--- src/rtl/regfile8.sv ---
// Eight-entry register file: one synchronous write port, two combinational read ports, r7 hardwired to zero.
// Optional write-through forwarding to the read ports when REGFILE_BYPASS_EN is defined.
module regfile8 #(
    parameter int WIDTH = 64
) (
    input  logic             clk,
    input  logic             reset,
    input  logic             reg_write,
    input  logic [2:0]       write_register,
    input  logic [WIDTH-1:0] write_data,
    input  logic [2:0]       read_register1,
    input  logic [2:0]       read_register2,
    output logic [WIDTH-1:0] read_data1,
    output logic [WIDTH-1:0] read_data2
);

    // Only r0..r6 have storage, so the decode stops at index 6; a write to r7 enables nothing.
    logic [6:0]       we;
    logic [WIDTH-1:0] regs [7];
    logic [WIDTH-1:0] view [8];

    always_comb begin
        we = '0;
        for (int k = 0; k < 7; k++) begin
            we[k] = reg_write && (write_register == 3'(k));
        end
    end

    always_ff @(posedge clk) begin
        if (reset) begin
            for (int k = 0; k < 7; k++) begin
                regs[k] <= '0;
            end
        end else begin
            for (int k = 0; k < 7; k++) begin
                if (we[k]) begin
                    regs[k] <= write_data;
                end
            end
        end
    end

    always_comb begin
        for (int k = 0; k < 7; k++) begin
            view[k] = regs[k];
        end
        view[7] = '0;
    end

`ifdef REGFILE_BYPASS_EN
    // Forward only to a real register and never during reset, when the pending write is discarded.
    logic fwd1;
    logic fwd2;

    always_comb begin
        fwd1 = 1'b0;
        fwd2 = 1'b0;
        if (!reset && read_register1 != 3'd7) begin
            fwd1 = we[read_register1];
        end
        if (!reset && read_register2 != 3'd7) begin
            fwd2 = we[read_register2];
        end
    end

    assign read_data1 = fwd1 ? write_data : view[read_register1];
    assign read_data2 = fwd2 ? write_data : view[read_register2];
`else
    assign read_data1 = view[read_register1];
    assign read_data2 = view[read_register2];
`endif

endmodule

--- config.mk ---
export PLATFORM = sky130hd
export DESIGN_NAME = regfile8
export DESIGN_NICKNAME = d
export VERILOG_FILES = /design/src/rtl/regfile8.sv
export SDC_FILE = /design/constraint.sdc
export NUM_CORES = 1
export LEC_CHECK = 0
export CELL_PAD_IN_SITES_DETAIL_PLACEMENT = 1
export CELL_PAD_IN_SITES_GLOBAL_PLACEMENT = 1
export CORE_AREA = 2 2 240 242
export DETAILED_ROUTE_END_ITERATION = 16
export DIE_AREA = 0 0 242 244
export PLACE_DENSITY_LB_ADDON = 0.05
export SETUP_SLACK_MARGIN = 0.15
export SYNTH_ARGS = -nofsm -noshare
export SYNTH_HDL_FRONTEND = slang
export SYNTH_SLANG_ARGS = --single-unit
--- constraint.sdc ---
create_clock -name clk -period 3.5 [get_ports clk]
set_input_delay 1.05 -clock clk [delete_from_list [all_inputs] [get_ports clk]]
set_output_delay 1.05 -clock clk [all_outputs]
set_load 0.02 [all_outputs]
==> results of run 1 <==
routing by layer:
| layer | vias to the layer above | routed length [µm] | global-route usage [%] |
|---|---|---|---|
| met5 | - | 12 | 0 |
| met4 | 2 | 2525 | 9.677 |
| met3 | 151 | 3555 | 3.336 |
| met2 | 504 | 43710 | 50.17 |
| met1 | 9403 | 37380 | 37.28 |
| li1 | 7966 | - | - |
how the worst min path moves through the flow:
stage,start,depth (start not counted),end,slack [ns]
global route,write_data[14],3,regs[6][14]$_SDFFCE_PP0P_,1.27
floorplan,write_data[0],2,regs[6][0]$_SDFFCE_PP0P_,1.33
detailed placement,regs[0][20]$_SDFFCE_PN0P_,3,read_data2[20],1.86
finish,write_data[21],3,regs[6][21]$_SDFFCE_PP0P_,1.24
global placement,regs[3][20]$_SDFFCE_PN0P_,3,read_data2[20],1.83
CTS,write_data[57],3,regs[6][57]$_SDFFCE_PP0P_,1.23
metrics by stage:
| step | setup WS (ns) | area (µm²) | std cells | utilization (%) | total power, mW |
|---|---|---|---|---|---|
| 2_1_floorplan | 0.1532 | 24140 | 1926 | - | 8.014 |
| 3_3_place_gp | -0.6014 | 28780 | 2933 | 51.24 | 9.228 |
| 3_5_place_dp | -0.6477 | 28780 | 2933 | 51.24 | 9.295 |
| 4_1_cts | 0.06839 | 31540 | 3062 | 56.15 | 14.46 |
| 5_1_grt | 0.03332 | 32580 | 3080 | 58.01 | 15.06 |
| 6_report | 0.01147 | 32580 | 3080 | 58.01 | 14.64 |
synth_stat cells, types with 18 or more instances:
cell type,count
a221oi_2,120
inv_1,103
nand2b_1,72
buf_2,67
nor2b_1,95
a2bb2oi_1,89
a211oi_1,90
mux2i_1,294
buf_4,18
clkbuf_1,46
buf_6,21
nor2_1,386
edfxtp_1,448
o221a_1,24
cell type report:
cell class | count | area share [%]
inverter | 103 | 1.187
clock inverter | 25 | 0.3955
multi-input combinational | 1204 | 32.90
timing repair buffer | 480 | 17.14
clock buffer | 63 | 4.186
antenna | 1 | 0.007680
sequential | 448 | 41.29
tap | 756 | 2.903
timing repair:
action	4_1_cts	5_1_grt
gates cloned	16	5
endpoints found under the setup margin	128	114
pin swaps	46	83
gates resized for setup	753	156
buffers inserted	25	12
placed cells by master, fill, tap and decap left out, types with 2 or more instances in the layout:
cell type	instances
buf_8	9
inv_1	103
nand3_4	4
nor2b_1	92
buf_6	56
buf_12	85
nand2b_4	9
a221oi_4	36
o221a_1	24
nor2b_4	3
a2bb2oi_2	48
clkbuf_1	10
nand2_4	2
buf_4	220
mux2i_1	283
edfxtp_1	448
clkinv_1	17
nor2_1	385
clkdlybuf4s50_1	68
mux2i_2	11
bufbuf_16	3
clkbuf_16	57
a211oi_2	29
clkinv_2	7
buf_2	16
nand2b_1	64
a2bb2oi_1	22
a211oi_1	61
buf_16	18
o221a_2	13
a2bb2oi_4	19
a221oi_2	91
nor2_4	2
critical path, delay by kind of cell:
| kind | cells | cell delay [ns] |
|---|---|---|
| buffers and inverters | 5 | 0.79 |
| AOI/OAI and AO/OA | 2 | 0.43 |
| and+or+nand+nor | 1 | 0.15 |
power groups by stage:
stage,logic [mW],clock network [mW],registers [mW]
after global placement,2.66,0,6.57
after CTS,2.89,5.06,6.51
after detailed placement,2.69,0,6.61
after floorplan,1.47,0,6.54
after global routing,3.24,5.25,6.57
final,3.10,5.01,6.54
kinds of logic after synthesis:
logic type	share of synthesized area [%]
AND/OR/NAND/NOR	10.57
flip-flops	55.75
AO/OA/AOI/OAI	15.64
multiplexers	12.20
buffers and inverters	5.844
==> impl_metrics.tcl, run 1 <==
set metrics [dict create \
    crit_start "read_register1[1]" \
    switchingPower_mw 4.117 \
    multi_input_area_mm2 0.01072 \
    async_flop_share_pct 0 \
    drive_above_1_share_pct 31.98 \
    min_path_type "in -> reg" \
    die_width_um 242 \
    nFillCells 5518 \
    antenna_found_initial 3 \
    cap_violations 0 \
    num_vias 18030 \
    synth_nets 2002 \
    worst_path_max_delay_cell "a221oi_2" \
    grtUsageTotal_pct 28.76 \
    overflow 0 \
    critPathKind "in -> out" \
    sequentialPowerShare_pct 44.7 \
    tightest_slew_ns 1.122 \
    regMostFlops "regs" \
    cp-endpoint "read_data1[61]" \
    place_congestion 0.7754 \
    drt_pass1_iterations 5 \
    p_sw_share_pct 28.12 \
    vias_per_cell 5.853 \
    pwr_density_cell_mw_per_mm2 449.4 \
    grt_pass1_wl_um 127300 \
    drc 0 \
    rows 87 \
    relSlewSlack_pct 25.19 \
    initial_core_util_pct 42.96 \
    crit_fanout 7 \
    largest_register_ffs 448 \
    critPathArrivalTime_ns 2.44 \
    crit_top_cell "buf_12" \
    clk_pin_slew_ns 0.05 \
    synth-edff-count 448 \
    core-area_mm2 0.05617 \
    p_clk_share_pct 34.2 \
    p_int_mw 10.53 \
    netlist_area_mm2 0.02413 \
    ant_nets 0 \
    synthDistinctLibCells 25 \
    critPathLaunchType "input pin" \
    ys_ff_latch 448 \
    dp_hpwl_um 51420 \
    grt_setup_unrepaired "true" \
    netlist.area_leader.share_pct 55.75 \
    grt_pass1_vias 19600 \
    slowest_delay_ns 0.37 \
    whs_ns 1.244 \
    worst_setup_path_end_kind "output port" \
    layout_worst_path_cycle_share_pct 99.67 \
    top_regs "regs (448)" \
    yosys_warnings 0 \
    power_frac_comb_pct 21.2 \
    wl_per_cell_um 28.31 \
    maxSlewViolCount 0 \
    cts_sinks 448 \
    required_ns 2.45 \
    p_leak_nw 12.44 \
    drt_iter0_drc 1164 \
    port_buffers 203 \
    hold_viol 0 \
    tns_ns 0 \
    status "finished clean" \
    syn_to_final_growth_pct 35.04 \
    die-area_mm2 0.05905 \
    clk_path_buf_depth 3 \
    grt_start_max_net_pins 65 \
    cts_tree "yes" \
    seqCellArea_mm2 0.01345 \
    postSynthAreaPerCell_um2 12.53 \
    die_h_um 244 \
    peakVddDrop_uv 342.6 \
    synth_largest_area_cell "edfxtp_1" \
    htree_levels 2 \
    final_nets 2365 \
    fmax_mhz 286.7 \
    io_pins 204 \
    cts_root_buf "clkbuf_16" \
    syn_inst 1926 \
    cts_buffers 52 \
    cp_cell_sequence "buf_12, buf_12, nor2b_4, buf_6, buf_16, a2bb2oi_2, a221oi_2, buf_4" \
    setup_viol_count_final 0 \
    fin_crit_ns 3.489 \
    netlist_top_cells_area "edfxtp_1, mux2i_1, a221oi_2, nor2_1, a2bb2oi_1" \
    wirelength_um 87180 \
    cts_hold_buf 0 \
    yosysSeqAreaShare_pct 55.75 \
    ys.flop_type "edfxtp_1" \
]
Note: power is estimated with default switching activity, not from simulation.
==> run 2: changes to the inputs <==
Settings changed: CORE_AREA 2 2 240 242 to 2 2 220 265, DIE_AREA 0 0 242 244 to 0 0 222 267.
==> impl_metrics.tcl, run 2 (synthesis gave the netlist of run 1 again) <==
set metrics [dict create \
    fin_crit_ns 3.448 \
    tns_ns 0 \
    layout_worst_path_cycle_share_pct 98.51 \
    io_pins 204 \
    critPathKind "in -> out" \
    tightest_slew_ns 0.6627 \
    grt_start_max_net_pins 65 \
    die_h_um 267 \
    pre_cts_ws_ns -0.5233 \
    hold_viol 0 \
    wirelength_um 90960 \
    overflow 0 \
    setup_viol_count_final 0 \
    cts_hold_buf 0 \
    maxSlewViolCount 0 \
    htree_levels 2 \
    die_width_um 222 \
    worst_path_max_delay_cell "bufbuf_16" \
    cts_root_buf "clkbuf_16" \
    place_area_mm2 0.02860 \
    relSlewSlack_pct 55.82 \
    min_path_type "in -> reg" \
    critPathArrivalTime_ns 2.40 \
    p_leak_nw 12.54 \
    cts_tree "yes" \
    crit_buf_inv 3 \
    num_vias 18250 \
    cts_sinks 448 \
    top_regs "regs (448)" \
    min_path_cells 3 \
    clk_pin_slew_ns 0.06 \
    path_delay_family "buffers and inverters" \
    hold_start "reset" \
    grt_pass1_wl_um 127000 \
    die-area_mm2 0.05927 \
    cts_buffers 50 \
    status "finished clean" \
    slowest_delay_ns 0.31 \
    final_nets 2361 \
    syn_to_final_growth_pct 35.67 \
    core-area_mm2 0.05681 \
    largest_register_ffs 448 \
    place_congestion 0.7827 \
    worst_setup_path_end_kind "output port" \
    pwr_density_cell_mw_per_mm2 448.6 \
    rows 96 \
    wl_per_cell_um 29.73 \
    drive_above_1_share_pct 33.41 \
    final_cell_area_mm2 0.03274 \
    setup_slack_ns 0.05199 \
    regMostFlops "regs" \
    cap_violations 0 \
    cp_cell_sequence "buf_12, nand2b_4, bufbuf_16, o221a_2, a221oi_2, buf_4" \
    crit_fanout 7 \
    drc 0 \
    clk_path_buf_depth 3 \
    grt_pass1_vias 19560 \
    critPathLaunchType "input pin" \
    vias_per_cell 5.967 \
    antenna_found_initial 1 \
    initial_core_util_pct 42.47 \
    peakVddDrop_uv 366.1 \
    fmax_mhz 290.0 \
    drt_iter0_drc 1309 \
    layout_common_cells "edfxtp_1, nor2_1, mux2i_1" \
    ant_nets 0 \
    layout_commonest_cell "edfxtp_1" \
    total_power_mw 14.68 \
    grtUsageTotal_pct 29.09 \
    dp_hpwl_um 51670 \
    port_buffers 203 \
    drt_pass1_iterations 5 \
    holdPathEnd "regs[6][34]$_SDFFCE_PP0P_" \
    whs_ns 1.210 \
    grt_setup_unrepaired "true" \
    required_ns 2.45 \
]
==> run 2: changes by cell type in the layout (fill, tap and decap cells not counted), moves of 14 or more <==
cell / delta
buf_2: +20
a211oi_1: -19
o221a_4: +15
buf_6: -17
a221oi_4: -16
o221a_1: -14
buf_4: -20
a221oi_2: +17
==> run 2: how the worst max path moves through the flow <==
stage                            from        endpoint  slack [ns]  cells after the start
finish              read_register1[1]  read_data1[11]        0.05                      6
global route        read_register1[1]  read_data1[28]        0.04                      7
CTS                 read_register1[0]   read_data1[3]        0.04                      6
detailed placement  read_register1[1]  read_data1[25]       -0.52                      5
global placement    read_register1[1]   read_data1[0]       -0.52                      6
floorplan           read_register2[0]  read_data2[37]        0.15                      6
==> run 2: layer usage <==
| metal | track usage (%) | vias up | wire length (µm) |
|---|---|---|---|
| li1 | - | 7954 | - |
| met1 | 36.32 | 9597 | 37460 |
| met2 | 51.60 | 551 | 46740 |
| met3 | 4.040 | 150 | 4239 |
| met4 | 10.32 | 0 | 2525 |
| met5 | 0 | - | 0 |
==> run 2: tightest hold or removal path, delay by kind of cell <==
kind          cells  cell delay, ns
buf+inv           2            0.34
simple gates      1            0.31
==> run 2: per-stage QoR <==
step	utilization, %	cells
after floorplan	-	1926
after global placement	50.33	2878
after global routing	57.62	3059
after CTS	54.91	3015
after detailed placement	50.33	2878
final	57.62	3059
==> run 2: layout make-up <==
cell class | count | area, µm²
Clock inverter | 27 | 173.9
Multi-Input combinational cell | 1203 | 10730
Antenna cell | 1 | 2.502
Clock buffer | 63 | 1321
Fill cell | 5491 | 24080
Timing Repair Buffer | 479 | 5747
Inverter | 103 | 386.6
Tap cell | 735 | 919.6
Sequential cell | 448 | 13450
==> run 2: what timing repair did <==
action,4_1_cts,5_1_grt
pin swaps,22,67
buffers inserted,32,31
gates resized for setup,632,234
gates cloned,15,12
setup endpoints to repair,127,111
==> run 2: power breakdown <==
group	switching (mW)	internal, mW
logic	1.70	1.41
clock network	2.23	2.80
registers	0.237	6.31
